<file path="src/rtl/uart_pkg.sv">
// -----------------------------------------------------------------------------
// uart_pkg
// Purpose : Shared definitions for the parametrised UART receiver.
//           - Parity mode codes used by the PARITY_MODE parameter.
//           - Receiver FSM state encoding.
//           - Counter width helper used to size the baud and bit counters.
// Ports   : none (package)
// -----------------------------------------------------------------------------
package uart_pkg;

    // Parity mode codes for PARITY_MODE
    localparam int PARITY_NONE = 0;
    localparam int PARITY_EVEN = 1;
    localparam int PARITY_ODD  = 2;

    // Receiver FSM states, walked in this order for every frame
    typedef enum logic [2:0] {
        ST_IDLE   = 3'd0,
        ST_START  = 3'd1,
        ST_DATA   = 3'd2,
        ST_PARITY = 3'd3,
        ST_STOP   = 3'd4
    } rxState_t;

    // Bits needed for a counter that must hold values 0..maxVal
    function automatic int cntWidth(input int maxVal);
        return (maxVal < 1) ? 1 : $clog2(maxVal + 1);
    endfunction

endpackage

</file>
<file path="src/rtl/uart_rx_fifo.sv">
// -----------------------------------------------------------------------------
// uart_rx_fifo
// Purpose : Synchronous receive FIFO used by uart_rx_param when the
//           UART_RX_FIFO_EN macro is defined. Head word is presented
//           combinationally on rd_data; a read and a write may happen in the
//           same cycle, including when full (the read frees the slot first).
// Ports   : clk      - system clock, rising edge
//           rst      - asynchronous active-high reset
//           wr_en    - write wr_data this cycle
//           wr_data  - word to store
//           rd_en    - pop the head word this cycle (ignored when empty)
//           rd_data  - head word
//           full     - level == DEPTH
//           empty    - level == 0
//           level    - words held, 0..DEPTH
// -----------------------------------------------------------------------------
module uart_rx_fifo #(
    parameter int WIDTH = 8,
    parameter int DEPTH = 4
) (
    input  logic                         clk,
    input  logic                         rst,
    input  logic                         wr_en,
    input  logic [WIDTH-1:0]             wr_data,
    input  logic                         rd_en,
    output logic [WIDTH-1:0]             rd_data,
    output logic                         full,
    output logic                         empty,
    output logic [$clog2(DEPTH+1)-1:0]   level
);

    localparam int PTR_W = (DEPTH < 2) ? 1 : $clog2(DEPTH);
    localparam int LVL_W = $clog2(DEPTH + 1);

    logic [WIDTH-1:0] r_mem [DEPTH];
    logic [PTR_W-1:0] r_wrPtr;
    logic [PTR_W-1:0] r_rdPtr;
    logic [LVL_W-1:0] r_level;
    logic             w_doWr;
    logic             w_doRd;

    // A pop is only real when something is held; a push into a full FIFO is
    // allowed when a pop in the same cycle frees the slot.
    assign w_doRd = rd_en && !empty;
    assign w_doWr = wr_en && (!full || w_doRd);

    // Storage, pointers and occupancy. DEPTH is a power of two so the
    // pointers wrap naturally.
    always_ff @(posedge clk or posedge rst) begin
        if (rst) begin
            for (int i = 0; i < DEPTH; i++) begin
                r_mem[i] <= '0;
            end
            r_wrPtr <= '0;
            r_rdPtr <= '0;
            r_level <= '0;
        end else begin
            if (w_doWr) begin
                r_mem[r_wrPtr] <= wr_data;
                r_wrPtr        <= r_wrPtr + 1'b1;
            end
            if (w_doRd) begin
                r_rdPtr <= r_rdPtr + 1'b1;
            end
            case ({w_doWr, w_doRd})
                2'b10:   r_level <= r_level + 1'b1;
                2'b01:   r_level <= r_level - 1'b1;
                default: r_level <= r_level;
            endcase
        end
    end

    assign rd_data = r_mem[r_rdPtr];
    assign full    = (r_level == LVL_W'(DEPTH));
    assign empty   = (r_level == '0);
    assign level   = r_level;

endmodule

</file>
<file path="src/rtl/uart_rx_param.sv">
// -----------------------------------------------------------------------------
// uart_rx_param
// Purpose : Parametrised UART receiver (DATA_BITS data bits LSB first,
//           optional even/odd parity, 1 or 2 stop bits) with a valid/ready
//           output handshake and framing, parity and overrun error pulses.
// Config  : define UART_RX_FIFO_EN to buffer words in a FIFO_DEPTH-entry
//           uart_rx_fifo; otherwise a single holding register is used and
//           FIFO_DEPTH only sizes rx_level.
// Ports   : clk        - system clock, rising edge
//           rst        - asynchronous active-high reset
//           rx         - serial line, idle high, asynchronous to clk
//           rx_data    - head-of-buffer word, valid while rx_valid=1
//           rx_valid   - word available
//           rx_ready   - consumer accepts when rx_valid && rx_ready
//           rx_busy    - FSM is not idle
//           frame_err  - 1-cycle pulse, a stop bit was sampled low
//           parity_err - 1-cycle pulse, parity mismatch
//           overrun    - 1-cycle pulse, good word dropped because buffer full
//           rx_level   - words held
// -----------------------------------------------------------------------------
module uart_rx_param
    import uart_pkg::*;
#(
    parameter int CLKS_PER_BIT = 50,
    parameter int DATA_BITS    = 8,
    parameter int PARITY_MODE  = 0,
    parameter int STOP_BITS    = 1,
    parameter int FIFO_DEPTH   = 4
) (
    input  logic                              clk,
    input  logic                              rst,
    input  logic                              rx,
    output logic [DATA_BITS-1:0]              rx_data,
    output logic                              rx_valid,
    input  logic                              rx_ready,
    output logic                              rx_busy,
    output logic                              frame_err,
    output logic                              parity_err,
    output logic                              overrun,
    output logic [$clog2(FIFO_DEPTH+1)-1:0]   rx_level
);

    localparam int BAUD_W   = cntWidth(CLKS_PER_BIT);
    localparam int BIT_W    = cntWidth(DATA_BITS);
    localparam int HALF_BIT = CLKS_PER_BIT / 2;
    localparam int LVL_W    = $clog2(FIFO_DEPTH + 1);

    logic                 r_rxMeta;
    logic                 r_rxSync;
    logic                 r_rxSyncD;
    rxState_t             r_state;
    logic [BAUD_W-1:0]    r_baudCnt;
    logic [BIT_W-1:0]     r_bitCnt;
    logic [DATA_BITS-1:0] r_shift;
    logic                 r_parityBit;
    logic                 r_stopBad;
    logic                 r_frameErr;
    logic                 r_parityErr;
    logic                 r_overrun;

    logic w_halfTick;
    logic w_bitTick;
    logic w_lastStop;
    logic w_stopBadNow;
    logic w_parityExp;
    logic w_parityBad;
    logic w_accept;
    logic w_full;
    logic w_wrEn;

    // Two-flop synchroniser plus one extra stage for falling-edge detection.
    // Everything loads 1 so reset never looks like a start bit.
    always_ff @(posedge clk or posedge rst) begin
        if (rst) begin
            r_rxMeta  <= 1'b1;
            r_rxSync  <= 1'b1;
            r_rxSyncD <= 1'b1;
        end else begin
            r_rxMeta  <= rx;
            r_rxSync  <= r_rxMeta;
            r_rxSyncD <= r_rxSync;
        end
    end

    // Start is checked half a bit after the edge, every later sample one full
    // bit after the previous one, which lands each sample mid-bit.
    assign w_halfTick = (r_baudCnt == BAUD_W'(HALF_BIT - 1));
    assign w_bitTick  = (r_baudCnt == BAUD_W'(CLKS_PER_BIT - 1));
    assign w_lastStop = (r_state == ST_STOP) && w_bitTick &&
                        (r_bitCnt == BIT_W'(STOP_BITS - 1));

    // Frame verdict, valid on the last stop sample cycle. Earlier stop bits
    // are folded into r_stopBad, the last one is the live sample.
    assign w_stopBadNow = r_stopBad | ~r_rxSync;
    assign w_parityExp  = (^r_shift) ^ (PARITY_MODE == PARITY_ODD);
    assign w_parityBad  = (PARITY_MODE != PARITY_NONE) && (r_parityBit != w_parityExp);

    // A consumer accept in the same cycle frees the slot, so the buffer only
    // counts as full when nothing is leaving.
    assign w_accept = rx_valid && rx_ready;
    assign w_wrEn   = w_lastStop && !w_stopBadNow && !w_parityBad && !w_full;

    // Receiver FSM: counters, shift register and the registered error pulses.
    // Returns to idle on the last stop sample so a following start bit with
    // no idle gap is still seen as a falling edge.
    always_ff @(posedge clk or posedge rst) begin
        if (rst) begin
            r_state     <= ST_IDLE;
            r_baudCnt   <= '0;
            r_bitCnt    <= '0;
            r_shift     <= '0;
            r_parityBit <= 1'b0;
            r_stopBad   <= 1'b0;
            r_frameErr  <= 1'b0;
            r_parityErr <= 1'b0;
            r_overrun   <= 1'b0;
        end else begin
            r_frameErr  <= 1'b0;
            r_parityErr <= 1'b0;
            r_overrun   <= 1'b0;
            case (r_state)
                ST_IDLE: begin
                    if (r_rxSyncD && !r_rxSync) begin
                        r_state   <= ST_START;
                        r_baudCnt <= '0;
                        r_bitCnt  <= '0;
                        r_stopBad <= 1'b0;
                    end
                end
                ST_START: begin
                    if (w_halfTick) begin
                        r_baudCnt <= '0;
                        r_state   <= r_rxSync ? ST_IDLE : ST_DATA;
                    end else begin
                        r_baudCnt <= r_baudCnt + 1'b1;
                    end
                end
                ST_DATA: begin
                    if (w_bitTick) begin
                        r_baudCnt <= '0;
                        r_shift   <= {r_rxSync, r_shift[DATA_BITS-1:1]};
                        if (r_bitCnt == BIT_W'(DATA_BITS - 1)) begin
                            r_bitCnt <= '0;
                            r_state  <= (PARITY_MODE != PARITY_NONE) ? ST_PARITY : ST_STOP;
                        end else begin
                            r_bitCnt <= r_bitCnt + 1'b1;
                        end
                    end else begin
                        r_baudCnt <= r_baudCnt + 1'b1;
                    end
                end
                ST_PARITY: begin
                    if (w_bitTick) begin
                        r_baudCnt   <= '0;
                        r_parityBit <= r_rxSync;
                        r_state     <= ST_STOP;
                    end else begin
                        r_baudCnt <= r_baudCnt + 1'b1;
                    end
                end
                ST_STOP: begin
                    if (w_bitTick) begin
                        r_baudCnt <= '0;
                        if (w_lastStop) begin
                            r_state     <= ST_IDLE;
                            r_frameErr  <= w_stopBadNow;
                            r_parityErr <= !w_stopBadNow && w_parityBad;
                            r_overrun   <= !w_stopBadNow && !w_parityBad && w_full;
                        end else begin
                            r_stopBad <= w_stopBadNow;
                            r_bitCnt  <= r_bitCnt + 1'b1;
                        end
                    end else begin
                        r_baudCnt <= r_baudCnt + 1'b1;
                    end
                end
                default: r_state <= ST_IDLE;
            endcase
        end
    end

    assign rx_busy    = (r_state != ST_IDLE);
    assign frame_err  = r_frameErr;
    assign parity_err = r_parityErr;
    assign overrun    = r_overrun;

`ifdef UART_RX_FIFO_EN
    logic w_fifoFull;
    logic w_fifoEmpty;

    assign w_full   = w_fifoFull && !w_accept;
    assign rx_valid = !w_fifoEmpty;

    uart_rx_fifo #(
        .WIDTH (DATA_BITS),
        .DEPTH (FIFO_DEPTH)
    ) u_fifo (
        .clk     (clk),
        .rst     (rst),
        .wr_en   (w_wrEn),
        .wr_data (r_shift),
        .rd_en   (w_accept),
        .rd_data (rx_data),
        .full    (w_fifoFull),
        .empty   (w_fifoEmpty),
        .level   (rx_level)
    );
`else
    logic [DATA_BITS-1:0] r_hold;
    logic                 r_holdValid;

    assign w_full = r_holdValid && !w_accept;

    // Single holding register: a new word replaces an accepted one in the
    // same cycle, otherwise an accept empties it.
    always_ff @(posedge clk or posedge rst) begin
        if (rst) begin
            r_hold      <= '0;
            r_holdValid <= 1'b0;
        end else if (w_wrEn) begin
            r_hold      <= r_shift;
            r_holdValid <= 1'b1;
        end else if (w_accept) begin
            r_holdValid <= 1'b0;
        end
    end

    assign rx_data  = r_hold;
    assign rx_valid = r_holdValid;
    assign rx_level = LVL_W'(r_holdValid);
`endif

endmodule

</file>
<file path="config.mk">
export PLATFORM = sky130hd
export DESIGN_NAME = uart_rx_param
export DESIGN_NICKNAME = d
export VERILOG_FILES = /design/src/rtl/uart_pkg.sv /design/src/rtl/uart_rx_fifo.sv /design/src/rtl/uart_rx_param.sv
export SDC_FILE = /design/constraint.sdc
export NUM_CORES = 1
export LEC_CHECK = 0
export CAP_MARGIN = 0
export CORE_MARGIN = 8
export CORE_UTILIZATION = 50
export DETAILED_ROUTE_END_ITERATION = 8
export HOLD_SLACK_MARGIN = 0.08
export PLACE_DENSITY = 0.69
export SLEW_MARGIN = 5
export SYNTH_ARGS = -nofsm -noshare
export SYNTH_HDL_FRONTEND = slang
export SYNTH_SLANG_ARGS = --single-unit
</file>
<file path="constraint.sdc">
create_clock -name clk -period 4.5 [get_ports clk]
set_clock_uncertainty 0.05 [all_clocks]
set_input_delay 0.675 -clock clk [delete_from_list [all_inputs] [get_ports clk]]
set_output_delay 0.675 -clock clk [all_outputs]
set_load 0.02 [all_outputs]
</file>
==> impl_metrics.toml, run 1 <==
[power]
power_switching_uw = 339
p_total_uw = 924
seq_power_share_pct = 47.6
cellPowerDensity_nw_per_um2 = 435
vdd_drop_max_mv = 0.236
power_frac_comb_pct = 26.9
clockPowerShare_pct = 25.5
p_sw_share_pct = 36.7
power_leakage_uw = 0.000970
power.internal_uw = 585

[floorplan]
rows = 22
io_pins = 20
start_util_pct = 51.4
die_y_um = 77.1
dieArea_um2 = 5950
core_area_um2 = 3630
fp.dieW_um = 77.1

[critical_path]
crit_path_cell_trace = "or3_1 > clkdlybuf4s50_1"
cp.arrival_ps = 1990
slowest_stage = "dfrtp_1"
worstPathMaxFanout = 18
start_kind = "flip-flop"
critPathMaxStageDelay_ps = 590
worst_ep_required_time_ps = 3770
crit_type = "flip-flop to output pin"
end_kind = "output pin"

[sta]
tightest_slew_ps = 563
slew-limit-headroom_pct = 62.5
finalHoldViolCount = 0
fmax_ghz = 0.368
post-route-min-period_ps = 2720
timing.final.crit_share_pct = 60.4
rsz0062_at_grt = "false"
slew_violations = 0
setup_viol = 0
fin_setup_tns_ps = 0

[clock_tree]
clock_latency_ps = 290
cts_resized = 0
cts_tree = "built"
post-cts-setup-buffers = 0
clk_pin_slew_ps = 80
cts.sinks = 36
h-tree-depth = 2
cts_buffer_depth = 2
hold_buffers = 0
cts_root_buffer = "clkbuf_8"
cts_buffers = 5

[route]
drt_pass1_iterations = 4
routedWlPerCell_um = 14.6
drtAntennaViolNets = 0
vias = 1305
via_per_inst = 5.70
first_iter_violations = 39
drcViolationCount = 0
wl_mm = 3.35

[status]
outcome = "finished, final reports clean"

[yosys]
ys_async_sr_fraction_pct = 100
synth.avg_cell_area_um2 = 11.3
synth_cells = 165
ys.warnings.count = 0
ys_types = 54
synthesis.area_um2 = 1870
synthFlopType = "dfrtp_1"
synth-edff-count = 0
ys_ff_latch = 36
yosysSeqAreaShare_pct = 48.5

[placement]
io_buffers = 16
dpl-instance-area_um2 = 2030
dp_hpwl_mm = 2.39
place_congestion = 0.865

[finish]
design_area_um2 = 2130
layout-drive-gt1-share_pct = 19.3
diodes = 0
nFillCells = 326
final_common_cell = "dfrtp_1"
mostFrequentLayoutCells = "dfrtp_1, clkdlybuf4s50_1, mux2_2"
nNetsFinal = 189
syn_to_final_growth_pct = 13.9

[grt]
grt_antenna_before_repair = 0
grtUsageTotal_pct = 12.1
grt_max_degree = 37
grt_overflow = 0
grt_pass1_wl_mm = 6.00
grt_pass1_vias = 1280

[min_path]
hold_path.class = "flip-flop to flip-flop"

[run]
maxCapViolations = 0
-- registers in the layout (all words and copies together), names as in the netlist --
name	cells
r_shift	8
rx_data	8
r_baudCnt	6
r_bitCnt	4
r_state	3
frame_err	1
overrun	1
r_rxMeta	1
r_rxSync	1
r_rxSyncD	1
r_stopBad	1
rx_valid	1
-- worst paths after layout --
path,startpoint,to,slack [ps],cells after the start
min,r_rxMeta,r_rxSync,300,0
max in group asynchronous,rst,r_rxMeta,3310,3
min reg2reg,r_rxMeta,r_rxSync,300,0
max,r_state[0],rx_busy,1780,2
min in group asynchronous,rst,r_state[0],740,3
max reg2reg,r_bitCnt[0],rx_data[2],2180,6
-- area by class of cell --
class                      instances  area, um^2  share of cell area [%]
clock buffer                       5        68.8                    3.24
timing repair buffer              17         168                    7.89
tap                               48        60.1                    2.83
sequential                        36         905                    42.6
inverter                           8        30.0                    1.41
clock inverter                     3        23.8                    1.12
multi-input combinational        112         871                    41.0
-- synthesized netlist by cell type (2+ instances only) --
cell	count	area share [%]
a21oi_1	4	1.1
o211ai_1	6	2.4
nand2_1	5	1.0
inv_1	8	1.6
mux2_2	15	9.0
dfrtp_1	33	44
buf_2	3	0.80
ha_1	5	3.4
or3b_1	2	0.94
nor2_1	11	2.2
and2_1	2	0.67
o21ai_0	3	0.80
a221o_1	3	1.6
mux2i_1	2	1.1
nor2b_1	3	1.0
nor3_1	2	0.54
xor2_1	4	1.9
nand3_1	6	1.6
buf_4	4	1.6
dfstp_2	3	4.2
nand2b_1	3	1.0
and3_2	2	0.80
nand4_1	3	1.0
nor3b_1	2	0.80
a211oi_1	2	0.80
-- worst max-delay path: cells and delay by family (launching register included) --
family,cells,cell delay [ps]
DFF,1,590
buffers and inverters,1,590
and+or+nand+nor,1,520
-- power groups by stage --
stage / sequential, uW / combinational (uW) / clock, uW
6_report: 440 / 249 / 236
4_1_cts: 439 / 251 / 242
3_5_place_dp: 444 / 250 / 0
3_3_place_gp: 439 / 245 / 0
2_1_floorplan: 402 / 240 / 0
5_1_grt: 451 / 280 / 256
-- layer usage --
layer	wire, um	part of all wire [%]	track usage [%]	vias to the layer above
met5	0	0	0	-
met1	1600	48	15.4	656
li1	-	-	-	619
met3	188	5.6	4.66	6
met2	1520	45	18.2	24
met4	42	1.3	3.96	0
-- stage by stage --
step                      worst slack (ps)  hold slack, ps  utilization, %  cells
after global routing                  1680             307            58.5    229
after CTS                             1790             305            58.5    229
after global placement                2140             297            56.0    221
after floorplan                       2550             295               -    167
final                                 1780             302            58.5    229
after detailed placement              2120             299            56.0    221
-- cells by family (layout without fill, tap and decap cells) --
group | Yosys count | in the layout | share of synthesized area, %
buffers and inverters | 19 | 33 | 5.29
other | 1 | 3 | 0.201
DFF | 36 | 36 | 48.5
and+or+nand+nor | 51 | 51 | 17.3
xor gates and xnor gates | 5 | 5 | 2.35
AOI/OAI and AO/OA | 30 | 30 | 12.3
muxes | 18 | 18 | 10.7
adders and majority gates | 5 | 5 | 3.35
No activity file was read; power rests on OpenSTA's default activity.
==> run 2: changes to the inputs <==
clock period = 2.7 ns   (was 4.5 ns; I/O delays follow)
==> impl_metrics.toml, run 2 (synthesized netlist as in run 1, its figures left out) <==
[route]
wl_mm = 3.54
drtAntennaViolNets = 0
drcViolationCount = 0
via_per_inst = 5.67
first_iter_violations = 61
routedWlPerCell_um = 15.4
vias = 1303
drt_pass1_iterations = 4

[floorplan]
die_y_um = 77.1
start_util_pct = 51.4
dieArea_um2 = 5950
fp.dieW_um = 77.1
core_area_um2 = 3630
rows = 22
io_pins = 20

[clock_tree]
cts_resized = 0
cts_buffer_depth = 2
h-tree-depth = 2
hold_buffers = 0
clk_pin_slew_ps = 70
clock_latency_ps = 280
cts_root_buffer = "clkbuf_8"
cts_buffers = 5
post-cts-setup-buffers = 0
cts_tree = "built"
cts.sinks = 36

[sta]
finalHoldViolCount = 0
post-route-min-period_ps = 2400
fmax_ghz = 0.417
fin_setup_tns_ps = 0
setup_ws_ps = 304
setup_viol = 0
tightest_slew_ps = 571
slew-limit-headroom_pct = 61.5
timing.final.crit_share_pct = 88.7
rsz0062_at_grt = "false"
slew_violations = 0

[finish]
nFillCells = 331
multiInputGateArea_um2 = 871
syn_to_final_growth_pct = 15.1
final-seq-area_um2 = 905
nNetsFinal = 190
final_common_cell = "dfrtp_1"
mostFrequentLayoutCells = "dfrtp_1, clkdlybuf4s50_1, mux2_2"
design_area_um2 = 2150
final_util_pct = 59.1
diodes = 0
layout-drive-gt1-share_pct = 19.2

[run]
maxCapViolations = 0

[critical_path]
worstPathMaxFanout = 14
crit_type = "flip-flop to output pin"
start_kind = "flip-flop"
worst_ep_required_time_ps = 2250
end_kind = "output pin"
cp.arrival_ps = 1940

[min_path]
hold_path.class = "flip-flop to flip-flop"

[grt]
grt_overflow = 0
grt_antenna_before_repair = 0
grtUsageTotal_pct = 12.3
grt_pass1_vias = 1287
grt_max_degree = 37
grt_pass1_wl_mm = 6.01

[placement]
io_buffers = 16
dpl_worst_slack_ps = 459
place_congestion = 0.812
dpl-instance-area_um2 = 2040
dp_hpwl_mm = 2.59

[power]
power_leakage_uw = 0.000989
vdd_drop_max_mv = 0.396
cellPowerDensity_nw_per_um2 = 758

[status]
outcome = "finished, final reports clean"
-- run 2: cell types whose count changed in the layout (fill, tap and decap cells not counted) --
| cell | delta |
|---|---|
| clkinv_2 | +1 |
| clkbuf_1 | +1 |
| clkinvlp_4 | -2 |
| bufinv_16 | +1 |
| buf_4 | +1 |
| clkinv_4 | -1 |
-- run 2: final timing paths --
kind,startpoint,endpoint,slack [ps],depth (start not counted)
max,r_state[2],rx_busy,300,2
min reg2reg,r_rxMeta,r_rxSync,310,0
min in group asynchronous,rst,overrun,470,3
max reg2reg,r_bitCnt[0],rx_data[5],470,6
min,r_rxMeta,r_rxSync,310,0
max in group asynchronous,rst,r_rxMeta,1780,3
-- run 2: power by group --
part           switching [uW]  internal, uW
Combinational             277           198
Sequential               90.4           606
Clock                     182           274
-- run 2: worst max-delay path, stage by stage, from the launching register on --
cell	delay (ps)
dfrtp_1	520
or3_1	550
clkdlybuf4s50_1	590
-- run 2: layer usage --
metal | GRT usage, % | vias up | wire length, um
met3 | 3.73 | 5 | 160
met5 | 0 | - | 0
li1 | - | 620 | -
met4 | 5.66 | 0 | 51
met1 | 14.5 | 650 | 1560
met2 | 20.1 | 28 | 1770
-- run 2: stage by stage --
stage               total power, uW  hold WS, ps  cells
floorplan                      1070          295    167
global placement               1160          295    222
detailed placement             1180          297    222
CTS                            1640          308    230
global route                   1720          312    230
finish                         1630          306    230
-- run 2: final cells by class --
| type | count | area share [%] |
|---|---|---|
| clock buffer | 6 | 3.38 |
| timing repair buffer | 18 | 8.15 |
| tap | 48 | 2.80 |
| inverter | 8 | 1.40 |
| multi-input combinational | 112 | 40.5 |
| clock inverter | 2 | 1.63 |
| sequential | 36 | 42.1 |
